### config.mk
export PLATFORM = sky130hd
export DESIGN_NAME = alu_wb_stage
export DESIGN_NICKNAME = d
export VERILOG_FILES = /design/src/rtl/alu_wb_stage.sv
export SDC_FILE = /design/constraint.sdc
export NUM_CORES = 1
export LEC_CHECK = 0
export BUFFER_PORTS_ARGS = -buffer_cell sky130_fd_sc_hd__buf_4
export CAP_MARGIN = 40
export CORE_ASPECT_RATIO = 1.1
export CORE_MARGIN = 5
export CORE_UTILIZATION = 39
export CTS_BUF_LIST = sky130_fd_sc_hd__clkbuf_16
export CTS_CLUSTER_SIZE = 28
export DETAILED_ROUTE_END_ITERATION = 16
export GPL_ROUTABILITY_DRIVEN = 1
export PLACE_DENSITY = 0.74
export SETUP_SLACK_MARGIN = 0.15
export SYNTH_ARGS = -nofsm -noshare
export SYNTH_HDL_FRONTEND = slang
export SYNTH_SLANG_ARGS = --single-unit
### constraint.sdc
create_clock -name clk -period 1.95 [get_ports clk]
set_input_delay 0.585 -clock clk [delete_from_list [all_inputs] [get_ports clk]]
set_output_delay 0.585 -clock clk [all_outputs]
set_load 0.05 [all_outputs]
### src/rtl/alu_wb_stage.sv
// alu_wb_stage: one-entry writeback register behind the ALU.
// It evaluates the condition code against the NZCV register, owns that
// register, and uses a valid/ready handshake with full throughput.
// Optional annulled-instruction counter: define WB_ANNUL_STATS_EN to build it.
module alu_wb_stage #(
    parameter int unsigned N = 4
) (
    input  logic         clk,
    input  logic         rst_n,
    input  logic         in_valid,
    output logic         in_ready,
    input  logic [N-1:0] alu_result,
    input  logic [3:0]   alu_flags,
    input  logic         set_flags,
    input  logic [3:0]   cond,
    input  logic [3:0]   rd,
    input  logic         reg_write,
    output logic         out_valid,
    input  logic         out_ready,
    output logic [N-1:0] wb_result,
    output logic [3:0]   wb_rd,
    output logic         wb_we,
    output logic [3:0]   flags_q,
    output logic [7:0]   annul_count
);

    typedef enum logic {
        EMPTY = 1'b0,
        FULL  = 1'b1
    } state_e;

    state_e         state_q, state_d;
    logic [N-1:0]   wb_result_q, wb_result_d;
    logic [3:0]     wb_rd_q, wb_rd_d;
    logic           wb_we_q, wb_we_d;
    logic [3:0]     flags_d;
    logic           xfer;
    logic           cond_pass;
    logic           f_n, f_z, f_c, f_v;

    // Accept while empty, while the entry drains this cycle, or during reset
    assign in_ready = !rst_n || !out_valid || out_ready;
    assign xfer     = in_valid && in_ready && rst_n;

    assign f_n = flags_q[3];
    assign f_z = flags_q[2];
    assign f_c = flags_q[1];
    assign f_v = flags_q[0];

    // Condition check against the flags as they stand before this instruction
    always_comb begin
        cond_pass = 1'b1;
        case (cond)
            4'h0: cond_pass = f_z;
            4'h1: cond_pass = !f_z;
            4'h2: cond_pass = f_c;
            4'h3: cond_pass = !f_c;
            4'h4: cond_pass = f_n;
            4'h5: cond_pass = !f_n;
            4'h6: cond_pass = f_v;
            4'h7: cond_pass = !f_v;
            4'h8: cond_pass = f_c && !f_z;
            4'h9: cond_pass = !f_c || f_z;
            4'hA: cond_pass = (f_n == f_v);
            4'hB: cond_pass = (f_n != f_v);
            4'hC: cond_pass = !f_z && (f_n == f_v);
            4'hD: cond_pass = f_z || (f_n != f_v);
            default: cond_pass = 1'b1;
        endcase
    end

    // State register
    always_ff @(posedge clk) begin
        if (!rst_n) begin
            state_q <= EMPTY;
        end else begin
            state_q <= state_d;
        end
    end

    // Next state: a transfer fills, a drain without refill empties
    always_comb begin
        state_d = state_q;
        case (state_q)
            EMPTY: if (xfer) state_d = FULL;
            FULL:  if (out_ready && !xfer) state_d = EMPTY;
            default: state_d = EMPTY;
        endcase
    end

    // Output decode
    always_comb begin
        out_valid = 1'b0;
        if (state_q == FULL) out_valid = 1'b1;
    end

    // Writeback entry and flag register next values
    always_comb begin
        wb_result_d = wb_result_q;
        wb_rd_d     = wb_rd_q;
        wb_we_d     = wb_we_q;
        flags_d     = flags_q;
        if (xfer) begin
            wb_result_d = alu_result;
            wb_rd_d     = rd;
            wb_we_d     = reg_write && cond_pass;
            if (set_flags && cond_pass) flags_d = alu_flags;
        end
    end

    // Writeback entry and flag registers
    always_ff @(posedge clk) begin
        if (!rst_n) begin
            wb_result_q <= '0;
            wb_rd_q     <= 4'h0;
            wb_we_q     <= 1'b0;
            flags_q     <= 4'h0;
        end else begin
            wb_result_q <= wb_result_d;
            wb_rd_q     <= wb_rd_d;
            wb_we_q     <= wb_we_d;
            flags_q     <= flags_d;
        end
    end

    assign wb_result = wb_result_q;
    assign wb_rd     = wb_rd_q;
    assign wb_we     = wb_we_q;

`ifdef WB_ANNUL_STATS_EN
    logic [7:0] annul_count_q, annul_count_d;

    // Saturating count of accepted instructions that failed their condition
    always_comb begin
        annul_count_d = annul_count_q;
        if (xfer && !cond_pass && (annul_count_q != 8'hFF)) begin
            annul_count_d = annul_count_q + 8'd1;
        end
    end

    // Annul counter register
    always_ff @(posedge clk) begin
        if (!rst_n) begin
            annul_count_q <= 8'h00;
        end else begin
            annul_count_q <= annul_count_d;
        end
    end

    assign annul_count = annul_count_q;
`else
    assign annul_count = 8'h00;
`endif

endmodule

## Word-level counts from Yosys, hierarchy flattened

Index checks and enable logic that the tools add are counted.

| cells by class | value |
|---|---|
| equality and inequality tests | 15 |
| multiplexer cells | 5 |
| bitwise gates (word level) | 1 |
| reductions and logical operators | 20 |

Operator list:

| kind | count |
|---|---|
| == test 4 bit, second input constant | 6 |
| == test 4 x 3 -> 1 bit, second input constant | 4 |
| case mux 1 bit (14 select lines) | 1 |
| == test 4 x 2 -> 1 bit, second input constant | 2 |
| logical AND 1 bit | 7 |
| zero test 1 bit | 7 |
| == test 4 x 1 -> 1 bit, second input constant | 1 |
| zero test 4 bit | 1 |
| logical OR 1 bit | 4 |
| two-way mux 1 bit | 3 |
| case mux 1 bit (2 select lines) | 1 |
| AND reduction 2 bit | 1 |
| == test 1 bit | 1 |
| inequality test 1 bit | 1 |
| inverter 1 bit | 1 |

| word-level totals | value |
|---|---|
| flip-flop bits (word level) | 14 |
| input bits | 22 |
| output and inout port bits | 23 |
| logic and storage cells | 46 |

## Longest topological paths before layout

Gate-level depths: netlist (run 1).

| logic depth | value |
|---|---|
| word-level depth | 10 |
| mapped depth | 6 |
| mapped depth without buffers | 5 |

## Least setup slack after synthesis (run 1)

OpenSTA, ideal clock, no wires.

| timing | value |
|---|---|
| path kind | reg-to-reg |
| start point | register state_q |
| end point | register wb_we_q (netlist: wb_we) |
| library setup time | 0.116 ns |
| arrival time | 1.959 ns |
| data required time | 1.834 ns |
| path slack | -0.125 ns |
| stages on the path, launching flop included | 7 |
| path buffers | 1 |
| clock period less this slack | 2.075 ns |
| path through | dfxtp_1 nand3b_1 and2_1 buf_6 nand3_1 a31oi_1 a31o_2 |

| between the ends | value |
|---|---|
| word-level cells in the longest chain between the ends | 6 |

Ends and longest elaborated chain:

| element | line | source |
|---|---|---|
| start, declared | 32 | `state_e state_q, state_d;` |
| start signal, assigned | 77 | `state_q <= state_d;` |
| two-way mux 1 bit | 94 | `if (state_q == FULL) out_valid = 1'b1;` |
| zero test 1 bit | 42 | `assign in_ready = !rst_n \|\| !out_valid \|\| out_ready;` |
| logical OR 1 bit (2 in series) | 42 |  |
| via in_ready | 11 | `output logic in_ready,` |
| logical AND 1 bit (2 in series) | 43 | `assign xfer = in_valid && in_ready && rst_n;` |
| end signal, assigned | 121 | `wb_we_q <= wb_we_d;` |
| end, declared | 35 | `logic wb_we_q, wb_we_d;` |

The timed path passes the listed nets, and every way through them passes these cells.
A chain may end at the register's enable or synchronous reset.

## Worst setup path after layout (run 1)

| timing | value |
|---|---|
| start point | input port cond[2] |
| end point | register flags_q[1] |

| between the ends | value |
|---|---|
| word-level cells in the longest chain between the ends | 4 |
| elaborated cells on any way between the ends | 17 |
| those cells by class | 13 x eq/ne; 1 x mux; 3 x reduce/logical |

Ends and longest elaborated chain:

| element | line | source |
|---|---|---|
| start, declared | 15 | `input logic [3:0] cond,` |
| == test 4 bit (tied with other cells) | 53 | `case (cond)` |
| case mux 1 bit (14 select lines) * | 53 |  |
| logical AND 1 bit * | 107 | `if (set_flags && cond_pass) flags_d = alu_flags;` |
| AND reduction 2 bit (no source line) * | - |  |
| end signal, assigned | 122 | `flags_q <= flags_d;` |
| end, declared | 23 | `output logic [3:0] flags_q,` |

Every way passes the cells marked *; elsewhere a longest branch is shown, timed or not.

==> flow_summary.json, run 1 <==
{
  "wl_per_cell_um": 13.05,
  "totalNegativeSetupSlack_ps": 0,
  "syn_avg_cell_area_sq_um": 8.594,
  "h-tree-depth": 1,
  "synth_top_cell_by_area": "dfxtp_1",
  "min_path_cells": 2,
  "diodes": 0,
  "rows": 17,
  "drt_iter0_markers": 3,
  "synthFlopType": "dfxtp_1",
  "netlist_area_sq_um": 850.8,
  "synth_top_area_share_pct": 32.94,
  "yosysMostFrequentCell": "nand2_1",
  "die_h_um": 58.99,
  "skew_ps": 0.5538,
  "hpwl_mm": 1.618,
  "yosysSeqAreaShare_pct": 32.94,
  "met1_usage_pct": 14.88,
  "rr_worst_depth": 5,
  "cp.arrival_ps": 1950,
  "worst_setup_path_start_kind": "input pin",
  "cts_sinks": 14,
  "cellPowerDensity_nw_per_um2": 746.8,
  "report.final.setup_viol": 0,
  "crit_fanout": 4,
  "antenna_found_initial": 0,
  "whs_endpoint": "wb_result[2]$_SDFFE_PN0P_",
  "stdcell_count": 166,
  "critPathRequiredTime_ps": 2110,
  "tritoncts": "yes",
  "place_area_sq_um": 1111,
  "ys_async_sr_fraction_pct": 0,
  "num_vias": 816,
  "use_met2_pct": 24.44,
  "pin_count": 45,
  "period_needed_ps": 1796,
  "drc": 0,
  "area_growth_pct": 47.50,
  "synth_edf_count": 0,
  "start_util_pct": 41.67,
  "yosys.cell_types.count": 30,
  "clock_path_buffers": 2,
  "synth_common_cells": "29 x nand2_1, 14 x dfxtp_1, 10 x buf_4, 8 x a21boi_0, 5 x mux2i_1",
  "min_from": "wb_result[2]$_SDFFE_PN0P_",
  "ys_warn_count": 0,
  "ir_drop_uv": 590.8,
  "grt-ovfl-total": 0,
  "syn_inst": 99,
  "fmax_ghz": 0.5567,
  "period_share_pct": 92.12,
  "first_pass_iters": 4,
  "ys_seq_elements": 14,
  "cts_made_buffers": 3,
  "grt_pass1_wl_mm": 3.332,
  "grt_use_met3_pct": 4.030,
  "status": "complete, no violations",
  "leakage_nw": 0.5614,
  "vias_per_cell": 4.916,
  "grt_setup_unrepaired": "true",
  "top_usage_layer": "met2",
  "cts-root-buf": "clkbuf_16",
  "placedCellCount": 162,
  "drive_gt1_share_pct": 45.65,
  "hold_violations": 0,
  "grt_pass1_vias": 819,
  "drv_cap": 0,
  "rr_endpoint": "flags_q[1]$_SDFFE_PN0P_",
  "hp-class": "reg -> reg",
  "crit_type": "in -> reg",
  "die-area_sq_um": 3217,
  "rr_startpoint": "flags_q[0]$_SDFFE_PN0P_",
  "maxSlewViolCount": 0,
  "clk_pin_slew_ps": 40,
  "core_sq_um": 2042,
  "grt_use_total_pct": 13.76,
  "drtAntennaViolNets": 0,
  "gp_congestion": 0.7530,
  "routed_wl_mm": 2.167,
  "r2r_slack_ps": 170,
  "place.port_buffers": 36,
  "design_area_sq_um": 1255,
  "ys_top_cells_by_area": "dfxtp_1 33%, nand2_1 13%, buf_4 8.8%",
  "end_kind": "register",
  "clock_latency_ps": 240,
  "grt_max_degree": 21,
  "die_w_um": 54.54,
  "nets": 162
}
-- area by class of cell --
cell class | instances | area (sq um)
Fill cell | 212 | 787.0
Multi-Input combinational cell | 78 | 520.5
Tap cell | 28 | 35.03
Timing Repair Buffer | 43 | 337.8
Clock buffer | 3 | 75.07
Sequential cell | 14 | 286.5
-- kinds of logic after synthesis --
family                 synth area share [%]
AND/OR/NAND/NOR                       25.00
AO/OA/AOI/OAI                         18.23
multiplexers                          5.883
XOR/XNOR                              3.089
other                                0.4408
buffers and inverters                 14.41
flip-flops                            32.94
-- power breakdown --
group	switching [mW]	leakage (nW)	internal, mW
Combinational	0.155	0.408	0.0939
Clock	0.106	0.0370	0.267
Sequential	0.0127	0.116	0.303
-- layout by cell type (no fill, tap or decap), types with 2 or more instances in the layout --
master / count
a21boi_0: 8
nand2_1: 28
buf_6: 4
mux2i_1: 5
a31oi_4: 2
dfxtp_1: 11
clkbuf_16: 3
conb_1: 8
buf_4: 39
nand3b_1: 2
xor2_1: 2
dfxtp_2: 2
-- sequential cells by signal (all words and copies together), names as in the netlist --
| name | cells |
|---|---|
| wb_rd | 4 |
| state_q | 1 |
| flags_q | 4 |
| wb_we | 1 |
| wb_result | 4 |
-- through the flow --
| step | hold slack [ps] | setup slack (ps) | util [%] | total power [mW] |
|---|---|---|---|---|
| after global placement | 450.7 | -62.38 | 54.41 | 0.5515 |
| after floorplan | 679.3 | -9.199 | - | 0.4957 |
| after global routing | 485.3 | 116.8 | 61.46 | 0.9689 |
| after CTS | 465.4 | 114.6 | 58.09 | 0.9310 |
| final | 464.2 | 153.7 | 61.46 | 0.9372 |
| after detailed placement | 459.1 | -87.12 | 54.41 | 0.5560 |
-- worst max-delay path: stages --
cell,delay [ps]
buf_6,90
nand2_2,60
or4_4,480
a31o_4,260
a31oi_4,240
mux2i_1,240
-- routing by layer --
layer / part of all wire (%) / up-vias
met3: 8.6 / 2
met2: 53 / 29
met1: 38 / 382
li1: - / 403
met4: 0.78 / 0
met5: 0 / -
-- repair_timing --
action                                  CTS  global route
pin swaps                                 1             3
hold endpoints to repair                  0             0
hold buffers                              0             0
cloned                                    0             0
endpoints found under the setup margin    2             5
resized for setup                         0            14
setup buffers                             0             1
-- how the worst max path moves through the flow --
stage                               to  slack (ps)  startpoint  cells past startpoint
2_1_floorplan       wb_we$_SDFFE_PN0P_          -9   out_ready                      6
3_3_place_gp   flags_q[2]$_SDFFE_PN0P_         -60     cond[0]                      6
3_5_place_dp   flags_q[0]$_SDFFE_PN0P_         -90     cond[0]                      6
4_1_cts        flags_q[1]$_SDFFE_PN0P_         110     cond[3]                      6
5_1_grt        flags_q[1]$_SDFFE_PN0P_         120     cond[2]                      6
6_report       flags_q[1]$_SDFFE_PN0P_         150     cond[2]                      6
No activity file was read; power rests on OpenSTA's default activity.
==> run 2: changes to the inputs <==
--- a/config.mk
+++ b/config.mk
@@ -7,7 +7,7 @@
 export LEC_CHECK = 0
 export BUFFER_PORTS_ARGS = -buffer_cell sky130_fd_sc_hd__buf_4
 export CAP_MARGIN = 40
-export CORE_ASPECT_RATIO = 1.1
+export CORE_ASPECT_RATIO = 1.2
 export CORE_MARGIN = 5
 export CORE_UTILIZATION = 39
 export CTS_BUF_LIST = sky130_fd_sc_hd__clkbuf_16
==> run 2 against run 1 <==
Effect of this change: non-clock buffer count increased by 6; core utilization is 3.5 points higher; critical endpoint is now flags_q[3]$_SDFFE_PN0P_; global-route usage rose by 0.70 points; maximum frequency rose by 1.6%; register-to-register slack better by 40 ps; combinational power is 8.4% higher; clock-buffer cell count unchanged; largest power group unchanged; sequential power barely moved; sequential share of layout area fell by 1.5 points.
==> flow_summary.json, run 2 (synthesized netlist as in run 1, its figures left out) <==
{
  "place.port_buffers": 36,
  "drt_iter0_markers": 3,
  "grt_max_degree": 21,
  "switching_share_pct": 29.52,
  "maxSlewViolCount": 0,
  "start_util_pct": 41.06,
  "top_usage_layer": "met2",
  "hp-class": "reg -> reg",
  "vias_per_cell": 4.823,
  "grt_pass1_vias": 817,
  "tritoncts": "yes",
  "area_growth_pct": 58.09,
  "drv_cap": 0,
  "period_needed_ps": 1768,
  "power_uw": 965.0,
  "nets": 168,
  "crit_type": "in -> reg",
  "ir_drop_uv": 621.7,
  "layout_common_cells": "40 x buf_4, 28 x nand2_1, 11 x dfxtp_1, 8 x a21boi_0, 8 x conb_1",
  "diodes": 0,
  "totalNegativeSetupSlack_ps": 0,
  "layout_setup_ws_ps": 181.7,
  "wl_per_cell_um": 13.38,
  "grt_pass1_wl_mm": 3.381,
  "leakage_nw": 0.6097,
  "clockPowerShare_pct": 39.5,
  "cts-root-buf": "clkbuf_16",
  "cts_sinks": 14,
  "worst_setup_path_start_kind": "input pin",
  "grt-ovfl-total": 0,
  "hold_violations": 0,
  "clock_path_buffers": 2,
  "gp_congestion": 0.7322,
  "combPwrFrac_pct": 27.9,
  "antenna_found_initial": 0,
  "die_h_um": 61.17,
  "stdcell_count": 175,
  "placedCellCount": 163,
  "pin_count": 45,
  "core_sq_um": 2072,
  "die_w_um": 52.64,
  "drtAntennaViolNets": 0,
  "grt_setup_unrepaired": "true",
  "skew_ps": 4.564,
  "cts_made_buffers": 3,
  "min_path_cells": 2,
  "met1_usage_pct": 13.20,
  "end_kind": "register",
  "die-area_sq_um": 3219,
  "first_pass_iters": 4,
  "report.final.setup_viol": 0,
  "clk_pin_slew_ps": 50,
  "rr_worst_depth": 5,
  "fmax_ghz": 0.5655,
  "critPathRequiredTime_ps": 2120,
  "use_met2_pct": 25.53,
  "clock_latency_ps": 240,
  "num_vias": 844,
  "hpwl_mm": 1.602,
  "crit_fanout": 4,
  "layout_commonest_cell": "buf_4",
  "period_share_pct": 90.68,
  "drc": 0,
  "status": "complete, no violations",
  "cp.arrival_ps": 1930,
  "routed_wl_mm": 2.342,
  "place_ws_ps": -90.29,
  "cellPowerDensity_nw_per_um2": 717.5,
  "internal_power_uw": 680.2,
  "rows": 18,
  "drive_gt1_share_pct": 47.59,
  "grt_use_met3_pct": 7.022,
  "grt_use_total_pct": 14.46,
  "h-tree-depth": 1,
  "net-switching-power_uw": 284.8,
  "p_seq_share_pct": 32.6
}
## run 2: critical path: stages
cell and delay (ps):
buf_8 80, buf_6 90, or4b_4 470, a31oi_4 190
o21ai_4 80, a31oi_4 220, mux2i_1 220
## run 2: routing by layer
metal | part of all wire, % | up-vias
met5 | 0 | -
met3 | 7.9 | 5
met2 | 52 | 33
li1 | - | 414
met4 | 1.6 | 0
met1 | 38 | 392
## run 2: final timing paths
kind	startpoint	end	slack, ps
max	cond[3]	flags_q[3]$_SDFFE_PN0P_	180
min	wb_result[2]$_SDFFE_PN0P_	wb_result[2]$_SDFFE_PN0P_	460
max reg2reg	flags_q[3]$_SDFFE_PN0P_	flags_q[3]$_SDFFE_PN0P_	210
min reg2reg	wb_result[2]$_SDFFE_PN0P_	wb_result[2]$_SDFFE_PN0P_	460
## run 2: stage by stage
step	utilization, %	hold WS [ps]	instance area, sq um
6_report	64.92	459.0	1345
5_1_grt	64.92	478.0	1345
4_1_cts	61.53	463.6	1275
3_5_place_dp	53.38	457.6	1106
3_3_place_gp	53.38	449.6	1106
2_1_floorplan	-	679.3	883.3
## run 2: power by group through the flow
stage | clock (mW) | combinational, mW | sequential [mW]
after floorplan | 0 | 0.123 | 0.373
after global placement | 0 | 0.230 | 0.320
after detailed placement | 0 | 0.234 | 0.320
after CTS | 0.392 | 0.253 | 0.316
after global routing | 0.413 | 0.285 | 0.315
final | 0.381 | 0.270 | 0.314
## run 2: area by class of cell
type | count | area, sq um
clock buffers | 3 | 75.07
clock inverters | 1 | 3.754
fillers | 189 | 726.9
multi-input cells | 78 | 533.0
flip-flops and latches | 14 | 286.5
well taps | 30 | 37.54
repair buffers | 49 | 409.1
## run 2: timing repair
| action | CTS | global route |
|---|---|---|
| pin swaps | 4 | 5 |
| resized for setup | 10 | 13 |
| setup buffers | 7 | 1 |
| endpoints found under the setup margin | 1 | 6 |
| hold buffers | 0 | 0 |
==> run 3: changes to the inputs <==
==> config.mk (replaced) <==
export PLATFORM = sky130hd
export DESIGN_NAME = alu_wb_stage
export DESIGN_NICKNAME = d
export VERILOG_FILES = /design/src/rtl/alu_wb_stage.sv
export SDC_FILE = /design/constraint.sdc
export NUM_CORES = 1
export LEC_CHECK = 0
export CAP_MARGIN = 40
export CORE_ASPECT_RATIO = 1.2
export CORE_MARGIN = 5
export CORE_UTILIZATION = 54
export CTS_BUF_LIST = sky130_fd_sc_hd__clkbuf_16
export CTS_CLUSTER_SIZE = 28
export DETAILED_ROUTE_END_ITERATION = 16
export DONT_BUFFER_PORTS = 1
export GPL_ROUTABILITY_DRIVEN = 1
export GPL_TIMING_DRIVEN = 0
export PLACE_DENSITY = 0.72
export SETUP_SLACK_MARGIN = 0.15
export SYNTH_ARGS = -nofsm -noshare
export SYNTH_HDL_FRONTEND = slang
export SYNTH_SLANG_ARGS = --single-unit
export TNS_END_PERCENT = 5
==> run 3 against run 2 <==
Effect of this change: sequential power is 18% higher; non-clock buffer count is 34 lower; largest cell class unchanged; critical path type is now reg -> reg; maximum frequency is 4.9% lower; final cell count is 27% lower; clock skew is 2.7 ps lower.
==> flow_summary.json, run 3 (synthesized netlist as in run 1, its figures left out) <==
{
  "drt_iter0_markers": 9,
  "hpwl_mm": 1.417,
  "maxSlewHeadroom_pct": 57.46,
  "antenna_found_initial": 0,
  "drive_gt1_share_pct": 29.73,
  "grt-ovfl-total": 0,
  "combPwrFrac_pct": 16.0,
  "fmax_ghz": 0.5381,
  "clock_path_buffers": 2,
  "critPathRequiredTime_ps": 2080,
  "place.port_buffers": 0,
  "drc": 0,
  "crit_chain": "nand3b_1, and2_1, buf_6, nand3_2, a31oi_1, a31o_2",
  "wl_per_cell_um": 14.87,
  "net-switching-power_uw": 271.0,
  "grt_max_degree": 11,
  "period_needed_ps": 1859,
  "critPathTopFamily": "simple AND/OR/NAND/NOR gates",
  "end_kind": "register",
  "die_w_um": 46.24,
  "num_vias": 694,
  "hold_buffers": 0,
  "crit_fanout": 4,
  "path_buf_inv": 1,
  "skew_ps": 1.872,
  "grt_setup_unrepaired": "true",
  "cts_sinks": 14,
  "hold_violations": 0,
  "die-area_sq_um": 2473,
  "vias_per_cell": 5.422,
  "drtAntennaViolNets": 0,
  "nets": 134,
  "clk_pin_slew_ps": 50,
  "first_pass_iters": 4,
  "worst_setup_path_start_kind": "register",
  "switching_share_pct": 30.03,
  "internal_power_uw": 631.6,
  "cts_made_buffers": 3,
  "crit_type": "reg -> reg",
  "grt_pass1_vias": 693,
  "tritoncts": "yes",
  "gp_congestion": 0.7400,
  "grt_use_total_pct": 16.98,
  "area_growth_pct": 19.71,
  "report.final.setup_viol": 0,
  "drv_cap": 0,
  "start_util_pct": 58.12,
  "clockPowerShare_pct": 43.0,
  "pin_count": 45,
  "status": "complete, no violations",
  "ir_drop_uv": 692.1,
  "cp.arrival_ps": 1990,
  "grt_pass1_wl_mm": 3.008,
  "hp-class": "in -> reg",
  "clock_latency_ps": 240,
  "totalNegativeSetupSlack_ps": 0,
  "h-tree-depth": 1,
  "die_h_um": 53.48,
  "period_share_pct": 95.31,
  "routed_wl_mm": 1.903,
  "leakage_nw": 0.4275,
  "layout_common_cells": "28 x nand2_1, 10 x buf_4, 9 x dfxtp_1, 8 x a21boi_0, 8 x conb_1",
  "cpPeakStageDelay_ps": 490,
  "cts-root-buf": "clkbuf_16",
  "diodes": 0,
  "core_sq_um": 1464,
  "holdWs_ps": 452.1,
  "layout_commonest_cell": "nand2_1",
  "tightest_slew_ps": 636.2,
  "p_seq_share_pct": 41.0,
  "cellPowerDensity_nw_per_um2": 886.2,
  "rows": 15,
  "maxSlewViolCount": 0,
  "critical_path.slowest_cell": "nand3b_1"
}
-- run 3: final timing paths --
check                                             start                 endpoint  slack [ps]  cells past startpoint
worst min-delay path                           in_valid       state_q$_SDFF_PN0_         450                      2
worst max-delay path                 state_q$_SDFF_PN0_       wb_we$_SDFFE_PN0P_          90                      6
worst min register to register  flags_q[3]$_SDFFE_PN0P_  flags_q[3]$_SDFFE_PN0P_         600                      2
worst max register to register       state_q$_SDFF_PN0_       wb_we$_SDFFE_PN0P_          90                      6
-- run 3: worst reg2reg max path, stage by stage (launching register included) --
cell and delay, ps:
dfxtp_4 430, nand3b_1 490, and2_1 380, buf_6 130, nand3_2 60, a31oi_1 40, a31o_2 210
-- run 3: area by class of cell --
class                      instances  area [sq um]
sequential                        14         294.0
fill                             130         445.4
clock inverter                     1         3.754
tap                               17         21.27
clock buffer                       3         75.07
multi-input combinational         78         481.7
buffer                            14         122.6
timing repair buffer               1         20.02
-- run 3: per-stage QoR --
| stage | instances | setup WS (ps) | power, mW | utilization [%] | area (sq um) |
|---|---|---|---|---|---|
| after CTS | 128 | 91.92 | 0.9045 | 69.57 | 1018 |
| after global placement | 123 | -89.48 | 0.5087 | 61.79 | 904.6 |
| after global routing | 128 | 6.058 | 0.9332 | 69.57 | 1018 |
| after floorplan | 106 | -9.199 | 0.4957 | - | 883.3 |
| final | 128 | 91.47 | 0.9026 | 69.57 | 1018 |
| after detailed placement | 123 | -187.0 | 0.5127 | 61.79 | 904.6 |
-- run 3: repair_timing --
item                       CTS  global route
resized for setup            8             0
buffers inserted             1             0
cloned                       0             0
pin swaps                    2             0
setup endpoints to repair   14            13
-- run 3: per-layer routing --
layer,share of wire (%),vias up,GRT usage [%]
met5,0,-,0
li1,-,352,-
met2,52,33,30.50
met3,11,4,6.803
met1,35,305,17.14
met4,1.4,0,5.687
-- run 3: power by group through the flow --
stage	combinational, mW	sequential, mW	clock [mW]
after floorplan	0.123	0.373	0
after global placement	0.132	0.376	0
after detailed placement	0.136	0.376	0
after CTS	0.143	0.370	0.391
after global routing	0.157	0.372	0.404
final	0.144	0.370	0.388
